<file path="src/rtl/button_event_gen_pkg.sv">
// Shared definitions for the button event generator: FSM state codes and the
// default thresholds reused by every button instance.
package button_event_gen_pkg;

  typedef enum logic [1:0] {
    ST_IDLE    = 2'd0,
    ST_PRESSED = 2'd1,
    ST_HELD    = 2'd2
  } btn_state_e;

  localparam int LONG_CYCLES_DEF   = 100;
  localparam int REPEAT_CYCLES_DEF = 25;
  localparam int CNT_W_DEF         = 16;

endpackage

</file>
<file path="src/rtl/button_event_gen_if.sv">
// Button-side bundle: debounced level in, event strobes and held level out.
interface button_event_gen_if;
  logic pb_in;
  logic press_pulse;
  logic short_pulse;
  logic long_pulse;
  logic repeat_pulse;
  logic held;

  modport master (
    output pb_in,
    input  press_pulse, short_pulse, long_pulse, repeat_pulse, held
  );

  modport slave (
    input  pb_in,
    output press_pulse, short_pulse, long_pulse, repeat_pulse, held
  );
endinterface

</file>
<file path="src/rtl/button_event_gen_hold.sv">
// Hold-length counter with clear/enable and a terminal compare against a
// threshold supplied by the FSM (term_o is high when cnt == thresh_i-1).
module btn_hold_counter #(
  parameter int CNT_W = 16
) (
  input  logic             clk,
  input  logic             rst,
  input  logic             clr_i,
  input  logic             en_i,
  input  logic [CNT_W-1:0] thresh_i,
  output logic             term_o
);

  localparam logic [CNT_W-1:0] ONE = CNT_W'(1);

  logic [CNT_W-1:0] cnt_q;
  logic [CNT_W-1:0] cnt_d;

  always_comb begin
    cnt_d = cnt_q;
    if (clr_i) begin
      cnt_d = '0;
    end else if (en_i) begin
      cnt_d = cnt_q + ONE;
    end else begin
      cnt_d = cnt_q;
    end
  end

  always_ff @(posedge clk or posedge rst) begin
    if (rst) begin
      cnt_q <= '0;
    end else begin
      cnt_q <= cnt_d;
    end
  end

  assign term_o = (cnt_q == (thresh_i - ONE));

endmodule

</file>
<file path="src/rtl/button_event_gen.sv">
// Turns a debounced button level into press/short/long/repeat strobes.
// Optional auto-repeat while held is enabled by defining BTN_AUTOREPEAT_EN.
module button_event_gen
  import button_event_gen_pkg::*;
#(
  parameter int LONG_CYCLES   = LONG_CYCLES_DEF,
  parameter int REPEAT_CYCLES = REPEAT_CYCLES_DEF,
  parameter int CNT_W         = CNT_W_DEF
) (
  input logic               clk,
  input logic               rst,
  button_event_gen_if.slave btn_if
);

  localparam logic [CNT_W-1:0] LONG_TH   = CNT_W'(LONG_CYCLES);
  localparam logic [CNT_W-1:0] REPEAT_TH = CNT_W'(REPEAT_CYCLES);

  btn_state_e       state_q;
  logic             press_q;
  logic             short_q;
  logic             long_q;
  logic             held_q;
`ifdef BTN_AUTOREPEAT_EN
  logic             repeat_q;
`endif

  logic             pb_s;
  logic             cnt_clr_s;
  logic             cnt_en_s;
  logic [CNT_W-1:0] thresh_s;
  logic             term_s;

  assign pb_s = btn_if.pb_in;

  // The single counter times the long threshold in PRESSED and the repeat period in HELD.
  always_comb begin
    cnt_clr_s = 1'b1;
    cnt_en_s  = 1'b0;
    thresh_s  = LONG_TH;
    case (state_q)
      ST_IDLE: begin
        if (pb_s) begin
          cnt_clr_s = 1'b0;
          cnt_en_s  = 1'b1;
        end else begin
          cnt_clr_s = 1'b1;
        end
      end
      ST_PRESSED: begin
        if (pb_s && !term_s) begin
          cnt_clr_s = 1'b0;
          cnt_en_s  = 1'b1;
        end else begin
          cnt_clr_s = 1'b1;
        end
      end
      ST_HELD: begin
        thresh_s = REPEAT_TH;
`ifdef BTN_AUTOREPEAT_EN
        if (pb_s && !term_s) begin
          cnt_clr_s = 1'b0;
          cnt_en_s  = 1'b1;
        end else begin
          cnt_clr_s = 1'b1;
        end
`else
        cnt_clr_s = 1'b1;
`endif
      end
      default: begin
        cnt_clr_s = 1'b1;
      end
    endcase
  end

  btn_hold_counter #(
    .CNT_W (CNT_W)
  ) u_hold_cnt (
    .clk      (clk),
    .rst      (rst),
    .clr_i    (cnt_clr_s),
    .en_i     (cnt_en_s),
    .thresh_i (thresh_s),
    .term_o   (term_s)
  );

  // Event FSM; every strobe defaults low so each is exactly one cycle wide.
  always_ff @(posedge clk or posedge rst) begin
    if (rst) begin
      state_q  <= ST_IDLE;
      press_q  <= 1'b0;
      short_q  <= 1'b0;
      long_q   <= 1'b0;
      held_q   <= 1'b0;
`ifdef BTN_AUTOREPEAT_EN
      repeat_q <= 1'b0;
`endif
    end else begin
      press_q  <= 1'b0;
      short_q  <= 1'b0;
      long_q   <= 1'b0;
`ifdef BTN_AUTOREPEAT_EN
      repeat_q <= 1'b0;
`endif
      case (state_q)
        ST_IDLE: begin
          if (pb_s) begin
            state_q <= ST_PRESSED;
            press_q <= 1'b1;
            held_q  <= 1'b1;
          end else begin
            state_q <= ST_IDLE;
            held_q  <= 1'b0;
          end
        end
        ST_PRESSED: begin
          if (!pb_s) begin
            state_q <= ST_IDLE;
            short_q <= 1'b1;
            held_q  <= 1'b0;
          end else if (term_s) begin
            state_q <= ST_HELD;
            long_q  <= 1'b1;
            held_q  <= 1'b1;
          end else begin
            state_q <= ST_PRESSED;
            held_q  <= 1'b1;
          end
        end
        ST_HELD: begin
          if (!pb_s) begin
            state_q <= ST_IDLE;
            held_q  <= 1'b0;
          end else begin
            state_q <= ST_HELD;
            held_q  <= 1'b1;
`ifdef BTN_AUTOREPEAT_EN
            repeat_q <= term_s;
`endif
          end
        end
        default: begin
          // Unused encoding: fall back to IDLE silently.
          state_q <= ST_IDLE;
          held_q  <= 1'b0;
        end
      endcase
    end
  end

  assign btn_if.press_pulse  = press_q;
  assign btn_if.short_pulse  = short_q;
  assign btn_if.long_pulse   = long_q;
  assign btn_if.held         = held_q;
`ifdef BTN_AUTOREPEAT_EN
  assign btn_if.repeat_pulse = repeat_q;
`else
  assign btn_if.repeat_pulse = 1'b0;
`endif

endmodule

</file>
<file path="src/flat_wrapper.sv">
// flat-port wrapper written by rule: the top's interface ports become plain ports
module button_event_gen_flat import button_event_gen_pkg::*;
#(
  parameter int LONG_CYCLES   = LONG_CYCLES_DEF,
  parameter int REPEAT_CYCLES = REPEAT_CYCLES_DEF,
  parameter int CNT_W         = CNT_W_DEF
)
  (clk, rst, btn_if_pb_in, btn_if_press_pulse, btn_if_short_pulse, btn_if_long_pulse, btn_if_repeat_pulse, btn_if_held);
  button_event_gen_if btn_if_i ();
  input logic clk;
  input logic rst;
  input wire logic [$bits(btn_if_i.pb_in)-1:0] btn_if_pb_in;
  output wire logic [$bits(btn_if_i.press_pulse)-1:0] btn_if_press_pulse;
  output wire logic [$bits(btn_if_i.short_pulse)-1:0] btn_if_short_pulse;
  output wire logic [$bits(btn_if_i.long_pulse)-1:0] btn_if_long_pulse;
  output wire logic [$bits(btn_if_i.repeat_pulse)-1:0] btn_if_repeat_pulse;
  output wire logic [$bits(btn_if_i.held)-1:0] btn_if_held;
  assign btn_if_i.pb_in = btn_if_pb_in;
  assign btn_if_press_pulse = btn_if_i.press_pulse;
  assign btn_if_short_pulse = btn_if_i.short_pulse;
  assign btn_if_long_pulse = btn_if_i.long_pulse;
  assign btn_if_repeat_pulse = btn_if_i.repeat_pulse;
  assign btn_if_held = btn_if_i.held;
  button_event_gen #(.LONG_CYCLES(LONG_CYCLES), .REPEAT_CYCLES(REPEAT_CYCLES), .CNT_W(CNT_W)) u_core (.clk(clk), .rst(rst), .btn_if(btn_if_i));
endmodule
</file>
<file path="config.mk">
export PLATFORM = sky130hd
export DESIGN_NAME = button_event_gen_flat
export DESIGN_NICKNAME = d
export VERILOG_FILES = /design/src/rtl/button_event_gen_pkg.sv /design/src/rtl/button_event_gen_if.sv /design/src/rtl/button_event_gen_hold.sv /design/src/rtl/button_event_gen.sv /design/src/flat_wrapper.sv
export SDC_FILE = /design/constraint.sdc
export NUM_CORES = 1
export LEC_CHECK = 0
export ABC_AREA = 1
export CELL_PAD_IN_SITES_DETAIL_PLACEMENT = 1
export CELL_PAD_IN_SITES_GLOBAL_PLACEMENT = 1
export CORE_MARGIN = 4
export CORE_UTILIZATION = 40
export CTS_BUF_LIST = sky130_fd_sc_hd__clkbuf_16
export CTS_CLUSTER_SIZE = 16
export DETAILED_ROUTE_END_ITERATION = 12
export PLACE_DENSITY = 0.72
export SLEW_MARGIN = 20
export SYNTH_ARGS = -nofsm -noshare
export SYNTH_HDL_FRONTEND = slang
export SYNTH_SLANG_ARGS = --single-unit
</file>
<file path="constraint.sdc">
create_clock -name clk -period 1.9 [get_ports clk]
set_input_delay 0.19 -clock clk [delete_from_list [all_inputs] [get_ports clk]]
set_output_delay 0.19 -clock clk [all_outputs]
set_load 0.05 [all_outputs]
</file>
==> results of run 1 <==
-- registers in the layout (all words and copies together), names as in the netlist --
signal                     cells
u_core.btn_if.short_pulse      1
u_core.btn_if.press_pulse      1
u_core.state_q                 2
u_core.btn_if.long_pulse       1
u_core.u_hold_cnt.cnt_q       16
u_core.btn_if.held             1
-- cell usage in the layout (no fill, tap or decap), drive strengths merged, types with 3 or more instances in the layout --
cell / n
nor2: 45
clkbuf: 3
nand3: 11
inv: 20
nand2: 43
clkdlybuf4s50: 6
xor2: 6
dfrtp: 22
-- cell families after synthesis --
group / after synthesis
DFF: 22
buffers and inverters: 22
and+or+nand+nor: 104
xor gates and xnor gates: 8
other: 1
AOI/OAI and AO/OA: 5
adders and majority gates: 1
-- path summary, 6_finish.rpt --
kind | slack [ns] | end | cells after the start | startpoint
worst max register to register | 0.30 | u_core.u_hold_cnt.cnt_q[14]$_DFFE_PP0P_ | 8 | u_core.u_hold_cnt.cnt_q[0]$_DFFE_PP0P_
worst min-delay path | 0.29 | u_core.u_hold_cnt.cnt_q[0]$_DFFE_PP0P_ | 3 | rst
max in group asynchronous | 1.39 | u_core.u_hold_cnt.cnt_q[10]$_DFFE_PP0P_ | 3 | rst
min in group clk | 0.51 | u_core.u_hold_cnt.cnt_q[0]$_DFFE_PP0P_ | 1 | u_core.u_hold_cnt.cnt_q[0]$_DFFE_PP0P_
worst min register to register | 0.51 | u_core.u_hold_cnt.cnt_q[0]$_DFFE_PP0P_ | 1 | u_core.u_hold_cnt.cnt_q[0]$_DFFE_PP0P_
worst max-delay path | 0.30 | u_core.u_hold_cnt.cnt_q[14]$_DFFE_PP0P_ | 8 | u_core.u_hold_cnt.cnt_q[0]$_DFFE_PP0P_
-- through the flow --
step           util, %  hold slack (ns)  power (mW)  std cells  instance area (um2)
2_1_floorplan        -           0.1792      0.5555        163                 1230
3_3_place_gp     46.75           0.4912      0.5788        200                 1334
3_5_place_dp     46.75           0.5047      0.5820        200                 1334
4_1_cts          49.52           0.3058       1.025        204                 1413
5_1_grt          49.52           0.3265       1.056        204                 1413
6_report         49.52           0.2883       1.009        204                 1413
-- worst min-delay path: stages --
cell and delay (ns):
clkdlybuf4s50_1 0.40, inv_1 0.05, buf_4 0.27
-- where the power goes --
| part | total (mW) | switching, mW | internal, mW |
|---|---|---|---|
| logic | 0.0852 | 0.0556 | 0.0296 |
| clock network | 0.436 | 0.156 | 0.280 |
| registers | 0.488 | 0.00968 | 0.478 |
| total | 1.01 | 0.221 | 0.788 |
-- layout make-up --
cell class / count / area share, %
Clock buffer: 3 / 5.314
Clock inverter: 1 / 0.2657
Inverter: 20 / 5.314
Multi-Input combinational cell: 119 / 41.19
Sequential cell: 22 / 38.97
Tap cell: 31 / 2.746
Timing Repair Buffer: 8 / 6.200
-- metal layers --
metal  vias up  global-route usage (%)  part of all wire [%]
li1        511                       -                     -
met1       470                   21.35                    49
met2        14                   25.55                    47
met3         2                   3.908                   3.0
met4         0                   2.426                  0.61
met5         -                       0                     0
==> metrics.csv, run 1 <==
metric,value,unit
vdd_drop_max,0.7438,mV
clock_path_buffers,2,
finalHoldViolations,0,
tightest_slew,0.5007,ns
required,2.03,ns
worstPathCellList,ha_1 > nand2_1 > nor2_1 > nand2_1 > nor2_1 > nand3_1 > nand2_1 > nor2_2,
p_leak,0.6817,nW
numPortBuffers,6,
cts_resized,0,
htreeDepth,1,
dr.pass1.iters,4,
cts_buffers,3,
yosysSeqAreaShare,44.76,%
relSlewSlack,66.52,%
yosys.cell_count.top_type,nand2_1,
overflow,0,
critPathMaxStageDelay,0.42,ns
synthMuxAreaShare,0,%
setup_slack,0.3041,ns
die_x,63.45,um
cpMaxStageDelayCell,dfrtp_1,
critPathBufInv,0,
finalSetupViolations,0,
multi_input_area,581.8,um2
rsz0062_at_grt,no,
yosys.area.top_type,dfrtp_1,
cap_viol_max_count,0,
critPathMaxFanout,5,
grt_start_max_net_pins,23,
synth_adder_area_share,1.017,%
gp_congestion,0.8486,
finalClockSkew,0.002074,ns
synth_seq_cells,22,
holdBufCountCts,0,
ios,8,
finalWirelength,2784,um
synth_edf_count,0,
outcome,"complete, no violations",
antenna_cells,0,
cts_num_sinks,22,
syn_avg_cell_area,7.546,um2
grt_usage,15.69,%
path_common_cell,nand2_1,
antenna_found_initial,0,
fmax,0.6266,GHz
cts_tree,built,
first_iter_violations,39,
criticalPathCategory,flip-flop to flip-flop,
synthArstFlopShare,100.0,%
clk_pin_slew,0.06,ns
period_needed,1.596,ns
vias,997,
synth_xor_area_share,5.697,%
cts_setup_buffers,0,
ant_nets,0,
yosys.area_share.simple,36.72,%
critPathCaptureType,flip-flop,
fin_crit_sh,84.00,%
synth_top_area_share,44.76,%
grt_pass1_vias,1057,
critPathTopFamily,simple AND/OR/NAND/NOR gates,
arrival,1.73,ns
synthTopCellsByCount,"nand2_1 (41), nor2_1 (34), dfrtp_1 (22)",
routed_via_density,4.887,
yosys_warnings,0,
worstSetupStartpointType,flip-flop,
syn-num-nets,167,
fp.coreArea,2853,um2
synth_ff_type,dfrtp_1,
syn_area,1230,um2
fill_cells,381,
dp_hpwl,2144,um
rows,19,
hold_class,primary input to asynchronous set/reset pin,
grt_pass1_wl,4988,um
place_ws,0.3127,ns
die_area,4026,um2
slew_viol_final,0,
netlist_instances,163,
clockRootBuffer,clkbuf_16,
insertion_delay,0.25,ns
syn_to_final_growth,14.85,%
seq_area,550.5,um2
power_density,714.4,nW/um2
synth_top_family_by_area,simple AND/OR/NAND/NOR gates,
drc,0,
avgRoutedWirePerCell,13.65,um
die_h,63.45,um
synth_compound_area_share,3.561,%
drive_gt1_share,13.87,%
start_util,43.11,%
fin_tns_setup,0,ns
synthTopCellsByArea,"dfrtp_1 (45%), nand2_1 (13%), nor2_1 (10%)",
nets,178,
synthDistinctLibCells,22,
No activity file was read; power rests on OpenSTA's default activity.
==> inputs of run 2 (changes only) <==
==> constraint.sdc (replaced) <==
create_clock -name clk -period 1.6 [get_ports clk]
set_input_delay 0.16 -clock clk [delete_from_list [all_inputs] [get_ports clk]]
set_output_delay 0.16 -clock clk [all_outputs]
set_load 0.05 [all_outputs]
==> metrics.csv, run 2 (synthesis results as in run 1) <==
metric,value,unit,change
start_util,43.11,%,unchanged
avgRoutedWirePerCell,14.20,um,+4.1%
first_iter_violations,39,,unchanged
power_density,954.1,nW/um2,+34%
p_total,1.368,mW,+36%
finalHoldViolations,0,,unchanged
cts_num_sinks,22,,unchanged
period_needed,1.511,ns,-0.08484 ns
largestRegisters,"u_core.u_hold_cnt.cnt_q (16), u_core.state_q (2)",,
drc,0,,unchanged
slew_viol_final,0,,unchanged
rows,19,,unchanged
insertion_delay,0.25,ns,about the same
fp.coreArea,2853,um2,unchanged
fin_crit_sh,94.44,%,+10 points
finalClockSkew,0.004922,ns,+0.002849 ns
vias,1042,,+4.5%
hold_class,primary input to asynchronous set/reset pin,,
critPathMaxFanout,5,,unchanged
swShare,19.87,%,-2.1 points
dr.pass1.iters,4,,unchanged
dp_hpwl,2141,um,-0.14%
arrival,1.66,ns,-0.07 ns
reg2reg_slack,0.09,ns,-0.22 ns
internal_power,1.096,mW,+39%
grt_pass1_wl,5147,um,+3.2%
outcome,"complete, no violations",,
antenna_cells,0,,unchanged
power_frac_comb,7.1,%,-1.3 points
holdBufCountCts,0,,unchanged
layout_common_cells,"nand2_1 (41), nor2_1 (32), dfrtp_1 (22), inv_1 (16), nor2_2 (12)",,
seqPwrFrac,42.3,%,-6.0 points
antenna_found_initial,0,,unchanged
grt_usage,16.24,%,+0.55 points
cts_tree,built,,
pwr-share-clk,50.6,%,+7.4 points
gp_congestion,0.8531,,+0.53%
cts_resized,0,,unchanged
syn_to_final_growth,16.58,%,
numPortBuffers,6,,unchanged
cap_viol_max_count,0,,unchanged
switchingPower,271.8,uW,+23%
required,1.75,ns,-0.28 ns
fmax,0.6618,GHz,+5.6%
cts_setup_buffers,0,,unchanged
grt_start_max_net_pins,23,,unchanged
ant_nets,0,,unchanged
top_register,u_core.u_hold_cnt.cnt_q,,
finalWirelength,2912,um,+4.6%
drive_gt1_share,18.39,%,+4.5 points
routed_via_density,5.083,,+4.0%
grt_pass1_vias,1117,,+5.7%
nets,179,,+0.56%
die_x,63.45,um,unchanged
vdd_drop_max,0.7408,mV,-0.40%
ios,8,,unchanged
criticalPathCategory,flip-flop to flip-flop,,
fill_cells,367,,-3.7%
critPathCaptureType,flip-flop,,
worstSetupStartpointType,flip-flop,,
cts_buffers,3,,unchanged
htreeDepth,1,,unchanged
die_h,63.45,um,unchanged
final_common_cell,nand2_1,,
finalSetupViolations,0,,unchanged
overflow,0,,unchanged
die_area,4026,um2,unchanged
largest_reg_flops,16,,unchanged
clockRootBuffer,clkbuf_16,,
clock_path_buffers,2,,unchanged
clk_pin_slew,0.06,ns,about the same
p_leak,0.7004,nW,+2.8%
hold-worst-slack,0.2459,ns,-0.04244 ns
[run 2: final timing paths]
| kind | start | cells after the start | to |
|---|---|---|---|
| max in group asynchronous | rst | 3 | u_core.u_hold_cnt.cnt_q[8]$_DFFE_PP0P_ |
| max | u_core.u_hold_cnt.cnt_q[0]$_DFFE_PP0P_ | 6 | u_core.u_hold_cnt.cnt_q[12]$_DFFE_PP0P_ |
| max reg2reg | u_core.u_hold_cnt.cnt_q[0]$_DFFE_PP0P_ | 6 | u_core.u_hold_cnt.cnt_q[12]$_DFFE_PP0P_ |
| min | rst | 3 | u_core.u_hold_cnt.cnt_q[1]$_DFFE_PP0P_ |
| min in group clk | u_core.u_hold_cnt.cnt_q[0]$_DFFE_PP0P_ | 1 | u_core.u_hold_cnt.cnt_q[0]$_DFFE_PP0P_ |
| min reg2reg | u_core.u_hold_cnt.cnt_q[0]$_DFFE_PP0P_ | 1 | u_core.u_hold_cnt.cnt_q[0]$_DFFE_PP0P_ |
[run 2: power groups by stage]
stage	combinational (mW)	clock, mW	sequential (mW)
final	0.0972	0.693	0.578
after global placement	0.0976	0	0.588
after floorplan	0.0598	0	0.600
after CTS	0.0997	0.715	0.578
after detailed placement	0.0993	0	0.588
after global routing	0.108	0.738	0.579
[run 2: area by class of cell]
| cell class | instances | area [um2] | area share, % |
|---|---|---|---|
| repair buffers | 9 | 72.57 | 5.061 |
| well taps | 31 | 38.79 | 2.705 |
| clock inverters | 1 | 30.03 | 2.094 |
| multi-input cells | 119 | 591.8 | 41.27 |
| clock buffers | 3 | 75.07 | 5.236 |
| flip-flops and latches | 22 | 550.5 | 38.39 |
| inverters | 20 | 75.07 | 5.236 |
[run 2: worst max-delay path, cell delays in order, from the launching register on]
cell	delay, ns
dfrtp_1	0.41
ha_1	0.22
nand2_1	0.13
nor2_1	0.23
nand3_1	0.16
xor2_1	0.19
nor2_2	0.06
[run 2: per-layer routing]
layer / vias up / track usage, % / share of wire [%]
met4: 0 / 4.043 / 0.72
met5: - / 0 / 0
met3: 2 / 3.197 / 2.3
met1: 510 / 21.47 / 47
li1: 517 / - / -
met2: 13 / 27.12 / 50
[run 2: through the flow]
step	setup slack (ns)	cells	instance area [um2]	utilization (%)	TNS (ns)
2_1_floorplan	0.2593	163	1230	-	0
3_3_place_gp	0.2223	201	1319	46.23	0
3_5_place_dp	0.1493	201	1319	46.23	0
4_1_cts	0.03214	205	1424	49.91	0
5_1_grt	-0.01028	205	1434	50.26	-0.01028
6_report	0.08891	205	1434	50.26	0
==> inputs of run 3 (changes only) <==
--- a/config.mk
+++ b/config.mk
@@ -14,6 +14,7 @@
 export CTS_CLUSTER_SIZE = 16
 export DETAILED_ROUTE_END_ITERATION = 12
 export PLACE_DENSITY = 0.72
+export SKIP_LAST_GASP = 1
 export SLEW_MARGIN = 20
 export SYNTH_ARGS = -nofsm -noshare
 export SYNTH_HDL_FRONTEND = slang
==> metrics.csv, run 3 (synthesis results as in run 1) <==
metric,value,unit,change
outcome,"complete, no violations",,
grt_usage,16.24,%,unchanged
grt_pass1_wl,5147,um,unchanged
critPathMaxStageDelay,0.41,ns,about the same
layoutNonFillerInstCount,205,,unchanged
slew_viol_final,0,,unchanged
dp_hpwl,2141,um,unchanged
die_x,63.45,um,unchanged
top_register,u_core.u_hold_cnt.cnt_q,,
die_h,63.45,um,unchanged
htreeDepth,1,,unchanged
cpMaxStageDelayCell,dfrtp_1,,
arrival,1.64,ns,-0.02 ns
p_total,1.367,mW,about the same
cts_tree,built,,
dp.cells,201,,unchanged
fp.coreArea,2853,um2,unchanged
hold-worst-slack,0.2472,ns,+0.001379 ns
fin_tns_setup,0,ns,unchanged
setup_slack,0.1086,ns,+0.01973 ns
cts_resized,0,,unchanged
hold_class,primary input to asynchronous set/reset pin,,
syn_to_final_growth,16.17,%,
overflow,0,,unchanged
period_needed,1.491,ns,-0.01973 ns
cts_num_sinks,22,,unchanged
clk_pin_slew,0.06,ns,about the same
finish.utilization,50.09,%,-0.18 points
numPortBuffers,6,,unchanged
vdd_drop_max,0.7409,mV,about the same
final_common_cell,nand2_1,,
drive_gt1_share,18.39,%,unchanged
rows,19,,unchanged
rsz0062_at_grt,yes,,
worstSetupStartpointType,flip-flop,,
finalClockSkew,0.004317,ns,-0.0006058 ns
largest_reg_flops,16,,unchanged
cts_buffers,3,,unchanged
avgRoutedWirePerCell,14.03,um,-1.2%
holdBufCountCts,0,,unchanged
clock_path_buffers,2,,unchanged
antenna_found_initial,0,,unchanged
critPathCaptureType,flip-flop,,
worstPathCellList,ha_1 > nand2_1 > nor2_2 > nand2_1 > nor2_1 > nand3_1 > nand2_1 > nor2_2,,
routed_via_density,5.068,,-0.29%
antenna_cells,0,,unchanged
grt_start_max_net_pins,23,,unchanged
cap_viol_max_count,0,,unchanged
finalSetupViolations,0,,unchanged
dr.pass1.iters,4,,unchanged
required,1.75,ns,about the same
dpl_cell_area,1319,um2,unchanged
path_common_cell,nand2_1,,
critPathMaxFanout,5,,unchanged
power_density,956.6,nW/um2,+0.26%
grt_pass1_vias,1117,,unchanged
layout_common_cells,"nand2_1 (41), nor2_1 (32), dfrtp_1 (22), inv_1 (16), nor2_2 (13)",,
ant_nets,0,,unchanged
ios,8,,unchanged
criticalPathCategory,flip-flop to flip-flop,,
p_leak,0.7003,nW,about the same
cts_setup_buffers,0,,unchanged
finalWirelength,2876,um,-1.2%
gp_congestion,0.8531,,unchanged
place_ws,0.1493,ns,unchanged
nets,179,,unchanged
insertion_delay,0.25,ns,about the same
largestRegisters,"u_core.u_hold_cnt.cnt_q (16), u_core.state_q (2)",,
first_iter_violations,32,,-18%
die_area,4026,um2,unchanged
design_area,1429,um2,-0.35%
fmax,0.6705,GHz,+1.3%
start_util,43.11,%,unchanged
fin_crit_sh,93.21,%,-1.2 points
vias,1039,,-0.29%
clockRootBuffer,clkbuf_16,,
drc,0,,unchanged
finalHoldViolations,0,,unchanged
[run 3: cell count changes in the layout (fill, tap and decap cells not counted)]
cell / previous run / this run
nor2_4: 1 / 0
nor2_2: 12 / 13
[run 3: area by class of cell]
type | count | area, um2
fillers | 366 | 1424
flip-flops and latches | 22 | 550.5
repair buffers | 9 | 72.57
multi-input cells | 119 | 586.8
well taps | 31 | 38.79
clock buffers | 3 | 75.07
inverters | 20 | 75.07
clock inverters | 1 | 30.03
[run 3: worst max-delay path, delay by kind of cell (launching register included)]
family / cells / cell delay [ns]
flops: 1 / 0.41
fa+ha+maj: 1 / 0.22
simple gates: 7 / 0.74
[run 3: final timing paths]
check	from	end	slack, ns	depth (start not counted)
max	u_core.u_hold_cnt.cnt_q[0]$_DFFE_PP0P_	u_core.u_hold_cnt.cnt_q[14]$_DFFE_PP0P_	0.11	8
min	rst	u_core.u_hold_cnt.cnt_q[1]$_DFFE_PP0P_	0.25	3
max reg2reg	u_core.u_hold_cnt.cnt_q[0]$_DFFE_PP0P_	u_core.u_hold_cnt.cnt_q[14]$_DFFE_PP0P_	0.11	8
min reg2reg	u_core.u_hold_cnt.cnt_q[0]$_DFFE_PP0P_	u_core.u_hold_cnt.cnt_q[0]$_DFFE_PP0P_	0.51	1
max in group asynchronous	rst	u_core.u_hold_cnt.cnt_q[8]$_DFFE_PP0P_	1.12	3
min in group clk	u_core.u_hold_cnt.cnt_q[0]$_DFFE_PP0P_	u_core.u_hold_cnt.cnt_q[0]$_DFFE_PP0P_	0.51	1
[run 3: routing by layer]
layer  part of all wire (%)  track usage [%]  vias up  wire [um]
met1                     47            21.47      508       1341
met3                    3.0            3.197        2         87
met4                   0.73            4.043        0         21
met2                     50            27.12       14       1427
met5                      0                0        -          0
li1                       -                -      515          -
[run 3: report_power, final]
part / leakage, nW / switching (mW) / internal (mW)
clock network: 0.0511 / 0.195 / 0.496
registers: 0.298 / 0.0104 / 0.568
logic: 0.351 / 0.0654 / 0.0321
